[config.mk]
export PLATFORM = sky130hd
export DESIGN_NAME = arcade_input_ctrl
export DESIGN_NICKNAME = d
export VERILOG_FILES = /design/src/rtl/arcade_input_pkg.sv /design/src/rtl/arcade_input_ctrl_coin_pulse.sv /design/src/rtl/arcade_input_ctrl.sv
export SDC_FILE = /design/constraint.sdc
export NUM_CORES = 1
export LEC_CHECK = 0
export BUFFER_PORTS_ARGS = -buffer_cell sky130_fd_sc_hd__buf_2
export CAP_MARGIN = 20
export CORE_MARGIN = 2
export CORE_UTILIZATION = 46
export CTS_CLUSTER_DIAMETER = 40
export DETAILED_ROUTE_END_ITERATION = 6
export PLACE_DENSITY = 0.75
export SYNTH_ARGS = -nofsm -noshare
export SYNTH_HDL_FRONTEND = slang
export SYNTH_SLANG_ARGS = --single-unit
[constraint.sdc]
create_clock -name clk_sys -period 2.5 [get_ports clk_sys]
set_input_delay 0.5 -clock clk_sys [delete_from_list [all_inputs] [get_ports clk_sys]]
set_output_delay 0.5 -clock clk_sys [all_outputs]
set_load 0.03 [all_outputs]
[src/rtl/arcade_input_pkg.sv]
// ---------------------------------------------------------------------------
// arcade_input_pkg
//   Shared types and helpers for the arcade input controller.
//   - src_sel_e     : input source selection (USB / DB9 Mega Drive / DB15).
//   - coin_state_e  : states of the per-player coin pulse shaper.
//   - canonical 16-bit controller word layout, as functions of the number of
//     action buttons per player:
//       [3:0]                directions (bit0 R, bit1 L, bit2 D, bit3 U)
//       [4 +: num_btn]       action buttons
//       4+num_btn            start
//       5+num_btn            coin
//       6+num_btn            pause
//       remaining bits       ignored
// ---------------------------------------------------------------------------
package arcade_input_pkg;

    typedef enum logic [1:0] {
        SRC_USB   = 2'd0,
        SRC_DB9MD = 2'd1,
        SRC_DB15  = 2'd2,
        SRC_RSVD  = 2'd3   // behaves as USB
    } src_sel_e;

    typedef enum logic [1:0] {
        COIN_ST_IDLE,
        COIN_ST_HOLD,
        COIN_ST_WAIT_REL
    } coin_state_e;

    localparam int unsigned CANON_W = 16;
    localparam int unsigned DIR_LSB = 0;
    localparam int unsigned DIR_W   = 4;
    localparam int unsigned BTN_LSB = 4;

    function automatic int unsigned start_bit(input int unsigned num_btn);
        return BTN_LSB + num_btn;
    endfunction

    function automatic int unsigned coin_bit(input int unsigned num_btn);
        return BTN_LSB + num_btn + 1;
    endfunction

    function automatic int unsigned pause_bit(input int unsigned num_btn);
        return BTN_LSB + num_btn + 2;
    endfunction

    // Both DB connector flavours route player 0 from the DB ports.
    function automatic logic src_is_db(input src_sel_e sel);
        return (sel == SRC_DB9MD) || (sel == SRC_DB15);
    endfunction

endpackage

[src/rtl/arcade_input_ctrl_coin_pulse.sv]
// ---------------------------------------------------------------------------
// coin_pulse
//   Shapes a raw coin level into a fixed-width pulse of exactly COIN_HOLD
//   clk_sys cycles per accepted press, whatever the press length.
//   A press is accepted on a rising edge seen while idle; edges during the
//   pulse are ignored, and a coin still held when the pulse ends must be
//   released before another press is accepted.
//
//   Ports:
//     clk_sys   in   system clock
//     reset     in   synchronous, active-high
//     coin_in   in   raw (unregistered) coin level
//     coin_out  out  shaped coin pulse, high the cycle after the accepted edge
// ---------------------------------------------------------------------------
module coin_pulse
    import arcade_input_pkg::*;
#(
    parameter int unsigned COIN_HOLD = 1800000
) (
    input  logic clk_sys,
    input  logic reset,
    input  logic coin_in,
    output logic coin_out
);

    localparam int unsigned CW = (COIN_HOLD > 1) ? $clog2(COIN_HOLD) : 1;
    localparam logic [CW-1:0] CNT_LOAD = CW'(COIN_HOLD - 1);

    coin_state_e   state_q, state_d;
    logic [CW-1:0] cnt_q, cnt_d;
    logic          coin_prev;
    logic          coin_rise;

    assign coin_rise = coin_in & ~coin_prev;

    always_ff @(posedge clk_sys) begin
        if (reset) begin
            state_q   <= COIN_ST_IDLE;
            cnt_q     <= '0;
            coin_prev <= 1'b0;
        end else begin
            state_q   <= state_d;
            cnt_q     <= cnt_d;
            coin_prev <= coin_in;
        end
    end

    always_comb begin
        state_d = state_q;
        cnt_d   = cnt_q;
        unique case (state_q)
            COIN_ST_IDLE: begin
                if (coin_rise) begin
                    state_d = COIN_ST_HOLD;
                    cnt_d   = CNT_LOAD;
                end
            end
            COIN_ST_HOLD: begin
                // Counter runs COIN_HOLD-1 down to 0, one HOLD cycle per value.
                if (cnt_q == '0) begin
                    state_d = coin_in ? COIN_ST_WAIT_REL : COIN_ST_IDLE;
                end else begin
                    cnt_d = cnt_q - 1'b1;
                end
            end
            COIN_ST_WAIT_REL: begin
                if (!coin_in) begin
                    state_d = COIN_ST_IDLE;
                end
            end
            default: begin
                state_d = COIN_ST_IDLE;
            end
        endcase
    end

    assign coin_out = (state_q == COIN_ST_HOLD);

endmodule

[src/rtl/arcade_input_ctrl.sv]
// ---------------------------------------------------------------------------
// arcade_input_ctrl
//   Merges USB pads, two DB controller ports and keyboard mappings into
//   per-player direction, button, start and coin signals, with per-button
//   autofire, coin pulse shaping, a pause toggle pulse and an OSD combo.
//
//   Parameters:
//     NUM_PLAYERS   1..4   player slots
//     NUM_BTN       1..8   action buttons per player
//     COIN_HOLD            coin pulse width in clk_sys cycles
//     AUTOFIRE_DIV         clk_sys cycles per autofire phase
//
//   Ports:
//     clk_sys        in   system clock (only clock)
//     reset          in   synchronous, active-high
//     src_sel        in   0 USB, 1 DB9MD, 2 DB15, 3 as USB
//     two_player_db  in   DB port 2 feeds player 1
//     joy_usb        in   NUM_PLAYERS canonical words from USB pads
//     joy_db         in   2 canonical words from DB ports 1 and 2
//     key_vec        in   NUM_PLAYERS canonical words from keyboard
//     autofire_en    in   per-button autofire enable
//     p_dir          out  4 direction bits per player
//     p_btn          out  NUM_BTN action buttons per player
//     p_start        out  start per player
//     p_coin         out  shaped coin pulse per player
//     pause_toggle   out  one-cycle pulse per pause press (any player)
//     osd_req        out  DB port 1 Start+Coin held
// ---------------------------------------------------------------------------
module arcade_input_ctrl
    import arcade_input_pkg::*;
#(
    parameter int unsigned NUM_PLAYERS  = 2,
    parameter int unsigned NUM_BTN      = 2,
    parameter int unsigned COIN_HOLD    = 1800000,
    parameter int unsigned AUTOFIRE_DIV = 600000
) (
    input  logic                           clk_sys,
    input  logic                           reset,
    input  logic [1:0]                     src_sel,
    input  logic                           two_player_db,
    input  logic [NUM_PLAYERS*16-1:0]      joy_usb,
    input  logic [2*16-1:0]                joy_db,
    input  logic [NUM_PLAYERS*16-1:0]      key_vec,
    input  logic [NUM_BTN-1:0]             autofire_en,
    output logic [NUM_PLAYERS*4-1:0]       p_dir,
    output logic [NUM_PLAYERS*NUM_BTN-1:0] p_btn,
    output logic [NUM_PLAYERS-1:0]         p_start,
    output logic [NUM_PLAYERS-1:0]         p_coin,
    output logic                           pause_toggle,
    output logic                           osd_req
);

    localparam int unsigned START_BIT = start_bit(NUM_BTN);
    localparam int unsigned COIN_BIT  = coin_bit(NUM_BTN);
    localparam int unsigned PAUSE_BIT = pause_bit(NUM_BTN);

    localparam int unsigned AW = (AUTOFIRE_DIV > 1) ? $clog2(AUTOFIRE_DIV) : 1;
    localparam logic [AW-1:0] AF_LAST = AW'(AUTOFIRE_DIV - 1);

    // Bits above the pause position carry nothing for this block.
    logic unused_inputs;
    assign unused_inputs = ^{joy_usb, joy_db, key_vec};

    // -----------------------------------------------------------------------
    // Source routing and keyboard merge (combinational)
    // -----------------------------------------------------------------------
    logic                           use_db;
    int unsigned                    usb_shift;
    int unsigned                    usb_idx;
    logic [CANON_W-1:0]             slot_w;
    logic                           slot_from_db;
    logic [NUM_PLAYERS*4-1:0]       dir_d;
    logic [NUM_PLAYERS*NUM_BTN-1:0] btn_d;
    logic [NUM_PLAYERS-1:0]         start_d;
    logic [NUM_PLAYERS-1:0]         coin_raw;
    logic                           pause_any;

    logic [AW-1:0] af_cnt;
    logic          af_phase;
    logic          pause_prev;

    always_comb begin
        use_db       = src_is_db(src_sel_e'(src_sel));
        // With DB routing, USB pads shift up by the number of DB-fed slots.
        usb_shift    = use_db ? (two_player_db ? 2 : 1) : 0;
        usb_idx      = 0;
        slot_w       = '0;
        slot_from_db = 1'b0;
        dir_d        = '0;
        btn_d        = '0;
        start_d      = '0;
        coin_raw     = '0;
        pause_any    = 1'b0;

        for (int unsigned i = 0; i < NUM_PLAYERS; i++) begin
            slot_from_db = 1'b0;
            usb_idx      = (i >= usb_shift) ? (i - usb_shift) : 0;
            if (use_db && (i == 0)) begin
                slot_w       = joy_db[0 +: CANON_W];
                slot_from_db = 1'b1;
            end else if (use_db && two_player_db && (i == 1)) begin
                slot_w       = joy_db[CANON_W +: CANON_W];
                slot_from_db = 1'b1;
            end else begin
                slot_w = joy_usb[usb_idx*CANON_W +: CANON_W];
            end

            // DB pads lack a coin button; Start+Button0 stands in for it.
            if (slot_from_db) begin
                slot_w[COIN_BIT] = slot_w[COIN_BIT] |
                                   (slot_w[START_BIT] & slot_w[BTN_LSB]);
            end

            slot_w = slot_w | key_vec[i*CANON_W +: CANON_W];

            dir_d[i*DIR_W +: DIR_W] = slot_w[DIR_LSB +: DIR_W];
            for (int unsigned b = 0; b < NUM_BTN; b++) begin
                btn_d[i*NUM_BTN + b] = slot_w[BTN_LSB + b] &
                                       (~autofire_en[b] | af_phase);
            end
            start_d[i]  = slot_w[START_BIT];
            coin_raw[i] = slot_w[COIN_BIT];
            pause_any   = pause_any | slot_w[PAUSE_BIT];
        end
    end

    // -----------------------------------------------------------------------
    // Registered outputs, autofire timebase, pause edge detect
    // -----------------------------------------------------------------------
    always_ff @(posedge clk_sys) begin
        if (reset) begin
            af_cnt       <= '0;
            af_phase     <= 1'b0;
            p_dir        <= '0;
            p_btn        <= '0;
            p_start      <= '0;
            osd_req      <= 1'b0;
            pause_prev   <= 1'b0;
            pause_toggle <= 1'b0;
        end else begin
            if (af_cnt == AF_LAST) begin
                af_cnt   <= '0;
                af_phase <= ~af_phase;
            end else begin
                af_cnt <= af_cnt + 1'b1;
            end

            p_dir        <= dir_d;
            p_btn        <= btn_d;
            p_start      <= start_d;
            // Taken straight from DB port 1, independent of src_sel.
            osd_req      <= joy_db[START_BIT] & joy_db[COIN_BIT];
            pause_prev   <= pause_any;
            pause_toggle <= pause_any & ~pause_prev;
        end
    end

    // -----------------------------------------------------------------------
    // Coin pulse shaping, one per player
    // -----------------------------------------------------------------------
    for (genvar g = 0; g < NUM_PLAYERS; g++) begin : g_coin
        coin_pulse #(
            .COIN_HOLD(COIN_HOLD)
        ) u_coin_pulse (
            .clk_sys  (clk_sys),
            .reset    (reset),
            .coin_in  (coin_raw[g]),
            .coin_out (p_coin[g])
        );
    end

endmodule

Yosys cells after proc, flatten, opt, wreduce, memory -nomap -nowiden
Cells that the tools add are included.

Logic and storage cells: 100. Input bits: 103. Flip-flop bits (word level): 86. Output and inout port bits: 18.

Muxes and demuxes: 26. Reduce and logical (&&, ||, !) cells: 13. Eq/ne operators: 15. Add/subtract/negate cells: 5. Magnitude comparators: 2. Bitwise logic cells: 23. Shift operators: 2.

Operators by type and width (number): 21-bit 2-to-1 mux (4); 21-bit case mux with 2 select lines (2); 32-bit by 33-bit indexed part select with 9-bit output (2); 28-bit 2-to-1 mux (2); 21-bit logical NOT (2); 21-bit by 1-bit subtractor with 21-bit output, second input constant (2); 20-bit by 1-bit adder with 20-bit output, second input constant (1); 20-bit == test, second input constant (1); 2-bit 2-to-1 mux (10); 9-bit 2-to-1 mux (2); 9-bit bitwise OR (2); 2-bit inequality test, second input constant (6); 2-bit case mux with 3 select lines (2); 3-bit AND reduction (4); 1-bit AND (10); 2-bit by 1-bit == test with 1-bit output, second input constant (3); 2-bit == test, second input constant (3); 1-bit inverter (6); 1-bit by 2-bit subtractor with 3-bit output, first input constant (2); 1-bit bitwise OR (5); 1-bit by 2-bit greater-or-equal comparator with 1-bit output, first input constant (2); 2-bit logical NOT (2); 1-bit 2-to-1 mux (4); 2-bit by 1-bit inequality test with 1-bit output, second input constant (2); other kinds (4) (5).

Logic depth before layout (Yosys ltp)
Gate-level depths: netlist of the first run.

Word-level depth: 14. Gate-level depth with buffers: 10. Depth with buffers taken out: 8.

Cells and area by module
A second synthesis of the first run with hierarchy kept.

Cell total of the unflattened synthesis: 509. Area total of the unflattened synthesis: 4331.7 um^2.

Modules (own cells, without submodules): coin_pulse (area each 1277.5 um^2, sequential area each 480.5 um^2, times used 2, cells an instance 148); arcade_input_ctrl (area each 1776.7 um^2, sequential area each 760.7 um^2, times used 1, cells an instance 213).

Worst setup path after synthesis of the first run
No wires, ideal clock.

Path type: flip-flop to flip-flop. Start point: register g_coin[1].u_coin_pulse.cnt_q[0]. End point: register g_coin[1].u_coin_pulse.cnt_q[10]. Setup time: 0.133 ns. Buffers on the path: 2. Slack: -0.114 ns. Arrival time: 2.482 ns. Cell stages (with the launch flop): 11. Clock period less this slack: 2.614 ns. Required time: 2.367 ns. Cells stage by stage: dfxtp_1 > inv_1 > ha_1 > or3b_2 > clkbuf_1 > or4_1 > buf_2 > or4_1 > nand3_1 > xor2_1 > a21oi_1.

Cells in the longest elaborated chain, start to end: 3. Elaborated cells on any way between the ends: 6. Classes of those cells: 1 x add/sub; 1 x eq/ne; 2 x mux; 2 x reduce/logical.

Ends and longest elaborated chain: from (decl) (RTL line arcade_input_ctrl_coin_pulse.sv:30) `logic [CW-1:0] cnt_q, cnt_d;`; from (signal assigned) (RTL line arcade_input_ctrl_coin_pulse.sv:43) `cnt_q <= cnt_d;`; 21-bit by 1-bit subtractor with 21-bit output / 21-bit logical NOT (equally long branches) (RTL line arcade_input_ctrl_coin_pulse.sv:63, arcade_input_ctrl_coin_pulse.sv:60); 21-bit 2-to-1 mux / 2-bit inequality test (equally long branches); 21-bit case mux with 2 select lines / 3-bit AND reduction (equally long branches).

Parallel ways exist; a longest one is shown, timed or not. The select of a mux whose other input is x is not followed. A chain may end at the register's enable or synchronous reset.

Worst setup path after layout of the first run
Start point: register g_coin[1].u_coin_pulse.cnt_q[7]. End point: register g_coin[1].u_coin_pulse.cnt_q[2].

Cells in the longest elaborated chain, start to end: 3.

Ends and longest elaborated chain: 21-bit logical NOT (RTL line arcade_input_ctrl_coin_pulse.sv:60) `if (cnt_q == '0) begin`; 2-bit inequality test (no line); 3-bit AND reduction (no line).

Every way passes these cells.

==> impl_metrics.tcl, run 1 <==
set metrics [dict create \
    run_status "finished, final reports clean" \
    grt_pass1_wl_mm 15.41 \
    post-place-ws_ns 0.03629 \
    cts_buffer_depth 2 \
    clock_sinks 86 \
    cp_max_fo 7 \
    cp_data_arrival_time_ns 2.68 \
    crit_start "g_coin[1].u_coin_pulse.cnt_q[7]" \
    grt_use_met3_pct 4.604 \
    first_pass_iters 4 \
    antenna_found_initial 0 \
    routed_wl_mm 9.216 \
    hold_end "p_btn[2]" \
    first_global_vias 3534 \
    timing.final.ws_setup_ns 0.05697 \
    syn_inst 477 \
    tightestPinTransition_ns 0.5448 \
    antennaDiodeCount 0 \
    port_buffers 78 \
    synth_edf_count 0 \
    initial_core_util_pct 46.83 \
    clock_latency_ns 0.36 \
    drc 0 \
    syn-num-nets 583 \
    fin_skew_ns 0.008234 \
    holdCritPathClass "primary input to register" \
    vias 3665 \
    worstSetupStartpointType "register" \
    rows 34 \
    layout_commonest_cell "dfxtp_1" \
    layout-drive-gt1-share_pct 25.35 \
    fin_worst_hold_slack_ns 0.3482 \
    cts_tree "done" \
    r2r-start "g_coin[1].u_coin_pulse.cnt_q[7]" \
    drt_iter0_markers 96 \
    synth_seq_cells 86 \
    cts_root_buf "clkbuf_8" \
    post-route-period-util_pct 97.72 \
    p_total_uw 3295 \
    fin_util_pct 57.31 \
    setup_viol 0 \
    fp.dieW_um 97.53 \
    avgRoutedWirePerCell_um 13.47 \
    ys.flop_type "dfxtp_1" \
    grt_max_degree 27 \
    crit_type "register to register" \
    htree_num_levels 3 \
    end_kind "register" \
    required_ns 2.73 \
    max_freq_ghz 0.4093 \
    ys_async_sr_fraction_pct 0 \
    fin_nets 677 \
    track_usage_pct 19.38 \
    synth_area_per_cell_sq_um 8.436 \
    leakagePower_uw 0.002004 \
    synth.distinct_cells 51 \
    syn_area_sq_um 4024 \
    dieArea_sq_um 9512 \
    r2r_cells 6 \
    grt.met1_usage_pct 22.73 \
    detail-route-antenna-nets 0 \
    post-route-min-period_ns 2.443 \
    yosysSeqAreaShare_pct 42.79 \
    via_per_inst 5.358 \
    slew_violations 0 \
    rr_endpoint "g_coin[1].u_coin_pulse.cnt_q[2]" \
    holdPathStages 2 \
    use_met2_pct 34.38 \
    vdd_ir_drop_max_uv 421.6 \
    min-delay-start "key_vec[20]" \
    coreArea_sq_um 8593 \
    place_congestion 0.8475 \
    numCtsBuffers 9 \
    maxSlewHeadroom_pct 62.74 \
    io_pins 121 \
    cap_violations 0 \
    holdBufCountCts 0 \
    grt_setup_unrepaired "yes" \
    final_hold_viol_count 0 \
    die_height_um 97.53 \
    busiest_layer "met2" \
    ys_warn_count 0 \
    power_density_nw_per_um2 669.0 \
    grt_overflow 0 \
    dpl.hpwl_mm 6.650 \
    clk_pin_slew_worst_paths_ns 0.09 \
    syn2layout_area_growth_pct 22.39 \
    final_cell_mix "dfxtp_1, buf_2, nor2_1" \
    r2r_slack_ns 0.06 \
]
registers in the layout, summed over array words and instances, names as in the netlist:
| register | flops |
|---|---|
| g_coin.u_coin_pulse.cnt_q | 42 |
| af_cnt | 20 |
| g_coin.u_coin_pulse.coin_prev | 2 |
| osd_req | 1 |
| af_phase | 1 |
| p_btn | 4 |
| p_dir | 8 |
| p_start | 2 |
| pause_prev | 1 |
| g_coin.u_coin_pulse.state_q | 4 |
| pause_toggle | 1 |
cells in the mapped netlist, drive strengths merged (2+ instances only):
master	count	area share (%)
buf	4	0.59
nand3	17	2.1
nor2b	3	0.47
a211oi	7	1.3
nor4	16	2.5
or4	13	2.5
ha	3	0.93
and2	5	0.78
nor3	13	1.7
nor4b	4	1.2
o31ai	2	0.37
and3	5	0.78
or2	3	0.47
clkbuf	18	1.7
o21a	5	0.93
nand4	6	0.93
xnor2	19	4.1
mux2i	8	2.0
o21ai	8	0.99
dfxtp	86	43
inv	15	1.4
nand2	29	2.7
nor2	75	7.0
a21o	2	0.37
or3	6	1.1
nand2b	7	1.1
o211ai	2	0.37
a311oi	6	1.3
xor2	28	6.1
a31oi	7	1.1
nand3b	3	0.56
a21boi	2	0.37
a21oi	39	4.9
o41ai	2	0.44
what timing repair did:
action | CTS | global route
endpoints found under the setup margin | 0 | 7
setup buffers | 0 | 2
hold endpoints to repair | 0 | 0
gates resized for setup | 0 | 11
cells by family after synthesis:
group / count (synthesis) / share of synthesized area [%]
AO/OA/AOI/OAI: 85 / 13.09
adder cells (fa/ha/maj): 3 / 0.9329
XOR/XNOR: 47 / 10.23
buffers and inverters: 37 / 3.669
multiplexers: 9 / 2.270
flip-flops: 86 / 42.79
AND/OR/NAND/NOR: 210 / 27.02
where the power goes:
group | internal [uW] | switching [uW]
clock network | 464 | 507
registers | 1480 | 98.8
logic | 332 | 408
worst max-delay path, cell delays in order, from the launching register on:
cell,delay (ns)
dfxtp_2,0.33
or4_4,0.54
or4_4,0.56
or4_4,0.58
nand3_2,0.09
xor2_1,0.14
a21oi_1,0.07
worst max-delay path by stage:
stage                                                  end  slack (ns)
after floorplan            g_coin[1].u_coin_pulse.cnt_q[8]       -0.09
after global placement     g_coin[1].u_coin_pulse.cnt_q[2]        0.06
after detailed placement  g_coin[0].u_coin_pulse.cnt_q[15]        0.04
after CTS                  g_coin[1].u_coin_pulse.cnt_q[2]        0.02
after global routing       g_coin[1].u_coin_pulse.cnt_q[2]       -0.05
final                      g_coin[1].u_coin_pulse.cnt_q[2]        0.06
per-stage QoR:
step | area, sq um | TNS [ns] | instances
detailed placement | 4671 | 0 | 665
global route | 4925 | -0.07118 | 684
global placement | 4671 | 0 | 665
finish | 4925 | 0 | 684
floorplan | 4065 | -0.6141 | 477
CTS | 4868 | 0 | 681
routing by layer:
metal  wire length, um  vias up
li1                  -     1878
met1              4065     1701
met2              4652       73
met3               325       13
met4               172        0
met5                 0        -
layout make-up:
class,count,area [sq um]
fillers,765,3669
multi-input cells,354,2208
clock buffers,9,123.9
flip-flops and latches,86,1733
inverters,15,56.30
clock inverters,7,73.82
repair buffers,105,594.3
well taps,108,135.1
(Power assumes the default switching activity.)
==> run 2: changes to the inputs <==
--- a/config.mk
+++ b/config.mk
@@ -5,13 +5,13 @@
 export SDC_FILE = /design/constraint.sdc
 export NUM_CORES = 1
 export LEC_CHECK = 0
-export BUFFER_PORTS_ARGS = -buffer_cell sky130_fd_sc_hd__buf_2
 export CAP_MARGIN = 20
 export CORE_MARGIN = 2
-export CORE_UTILIZATION = 46
+export CORE_UTILIZATION = 57
 export CTS_CLUSTER_DIAMETER = 40
 export DETAILED_ROUTE_END_ITERATION = 6
-export PLACE_DENSITY = 0.75
+export DONT_BUFFER_PORTS = 1
+export PLACE_DENSITY = 0.77
 export SYNTH_ARGS = -nofsm -noshare
 export SYNTH_HDL_FRONTEND = slang
 export SYNTH_SLANG_ARGS = --single-unit
==> run 2 against run 1 <==
Against the previous run:
- register-to-register slack worse by 0.03 ns
- clock skew is 0.0022 ns higher
- routed wire length is 5.5% lower
- global-route usage is 3.7 points higher
- clock power is 0.7% higher
- setup slack worse by 0.027 ns
- core utilization is 8.2 points higher
- fmax is 1.1% lower
- count of clock-buffer cells in the layout is 2 higher
- sequential power is 3% higher
- largest power group unchanged
- highest routed layer unchanged
==> impl_metrics.tcl, run 2 (synthesized netlist as in run 1, its figures left out) <==
set metrics [dict create \
    first_pass_iters 4 \
    antenna_found_initial 0 \
    layout-drive-gt1-share_pct 12.40 \
    first_global_vias 3184 \
    holdCritPathClass "primary input to register" \
    crit_start "g_coin[1].u_coin_pulse.cnt_q[4]" \
    drt_iter0_markers 218 \
    cap_violations 0 \
    leakagePower_uw 0.001648 \
    htree_num_levels 3 \
    p_total_uw 3206 \
    crit_type "register to register" \
    cts_buffer_depth 2 \
    grt_use_met3_pct 4.241 \
    fin_nets 593 \
    grt_setup_unrepaired "yes" \
    avgRoutedWirePerCell_um 14.82 \
    dieArea_sq_um 7748 \
    rows 30 \
    min-delay-start "reset" \
    track_usage_pct 23.08 \
    maxSlewHeadroom_pct 58.37 \
    clk_pin_slew_worst_paths_ns 0.09 \
    post-route-period-util_pct 98.81 \
    coreArea_sq_um 6832 \
    vias 3380 \
    drc 0 \
    run_status "finished, final reports clean" \
    slew_violations 0 \
    power_density_nw_per_um2 715.9 \
    grt.met1_usage_pct 29.35 \
    fin_util_pct 65.55 \
    antennaDiodeCount 0 \
    r2r-start "g_coin[1].u_coin_pulse.cnt_q[4]" \
    grt_pass1_wl_mm 14.29 \
    holdPathStages 1 \
    initial_core_util_pct 58.90 \
    final_hold_viol_count 0 \
    fp.dieW_um 88.02 \
    cts_tree "done" \
    worstSetupStartpointType "register" \
    tightestPinTransition_ns 0.6088 \
    required_ns 2.73 \
    dpl.hpwl_mm 6.234 \
    vdd_ir_drop_max_uv 467.1 \
    grt_max_degree 57 \
    cts_root_buf "clkbuf_8" \
    port_buffers 0 \
    place_congestion 0.8041 \
    final_cell_mix "dfxtp_1, nor2_1, a21oi_1" \
    fin_skew_ns 0.01039 \
    top_regs "g_coin.u_coin_pulse.cnt_q x42, af_cnt x20, p_dir x8" \
    via_per_inst 5.748 \
    layout_commonest_cell "dfxtp_1" \
    clock_sinks 86 \
    detail-route-antenna-nets 0 \
    largest_reg_flops 42 \
    max_freq_ghz 0.4048 \
    end_kind "register" \
    die_height_um 88.02 \
    top_register "g_coin.u_coin_pulse.cnt_q" \
    setup_viol 0 \
    use_met2_pct 40.08 \
    routed_wl_mm 8.712 \
    r2r_cells 6 \
    busiest_layer "met2" \
    cp_max_fo 8 \
    clock_latency_ns 0.35 \
    numCtsBuffers 9 \
    post-route-min-period_ns 2.470 \
    io_pins 121 \
    grt_overflow 0 \
    syn2layout_area_growth_pct 11.29 \
    cp_data_arrival_time_ns 2.70 \
]
==> run 2: power by group <==
part           switching (uW)  internal, uW  total, uW  leakage [uW]
Sequential                140          1480       1620      0.000710
Clock                     488           490        978     0.0000955
Combinational             329           274        604      0.000843
Total                     957          2250       3210       0.00165
==> run 2: critical path: stages (launching register included) <==
cell     delay, ns
dfxtp_2       0.34
or4_4         0.54
or4_4         0.57
or4_4         0.56
nand3_2       0.10
xor2_1        0.15
a21oi_1       0.08
==> run 2: what timing repair did <==
action / 4_1_cts / 5_1_grt
resized for setup: 0 / 9
pin swaps: 1 / 1
hold buffers: 0 / 0
buffers inserted: 0 / 1
setup endpoints to repair: 2 / 9
==> run 2: metrics by stage <==
step                      worst slack [ns]  hold WS, ns  std cells  instance area, sq um    TNS [ns]
after floorplan                   -0.08668       0.3763        477                  4065     -0.6141
after global placement             0.04061       0.3794        571                  4235           0
after detailed placement        -0.0001787       0.3907        571                  4235  -0.0001787
after CTS                         0.008732       0.2029        587                  4436           0
after global routing              -0.01402       0.1964        588                  4478    -0.02655
final                              0.02977       0.2157        588                  4478           0
==> run 2: layer usage <==
metal	wire (um)	up-vias
met5	0	-
met4	95	0
met3	369	11
met2	4351	79
met1	3896	1581
li1	-	1709
==> run 2: cell type report <==
| cell class | count | area [sq um] |
|---|---|---|
| Timing Repair Buffer | 21 | 161.4 |
| Fill cell | 585 | 2354 |
| Multi-Input combinational cell | 354 | 2213 |
| Clock inverter | 5 | 58.81 |
| Tap cell | 96 | 120.1 |
| Clock buffer | 11 | 141.4 |
| Sequential cell | 86 | 1727 |
| Inverter | 15 | 56.30 |
==> run 2: path summary, 6_finish.rpt <==
path / end / slack, ns
worst max register to register: g_coin[1].u_coin_pulse.cnt_q[2] / 0.03
worst min-delay path: g_coin[0].u_coin_pulse.cnt_q[20] / 0.22
worst min register to register: pause_toggle / 0.40
worst max-delay path: g_coin[1].u_coin_pulse.cnt_q[2] / 0.03
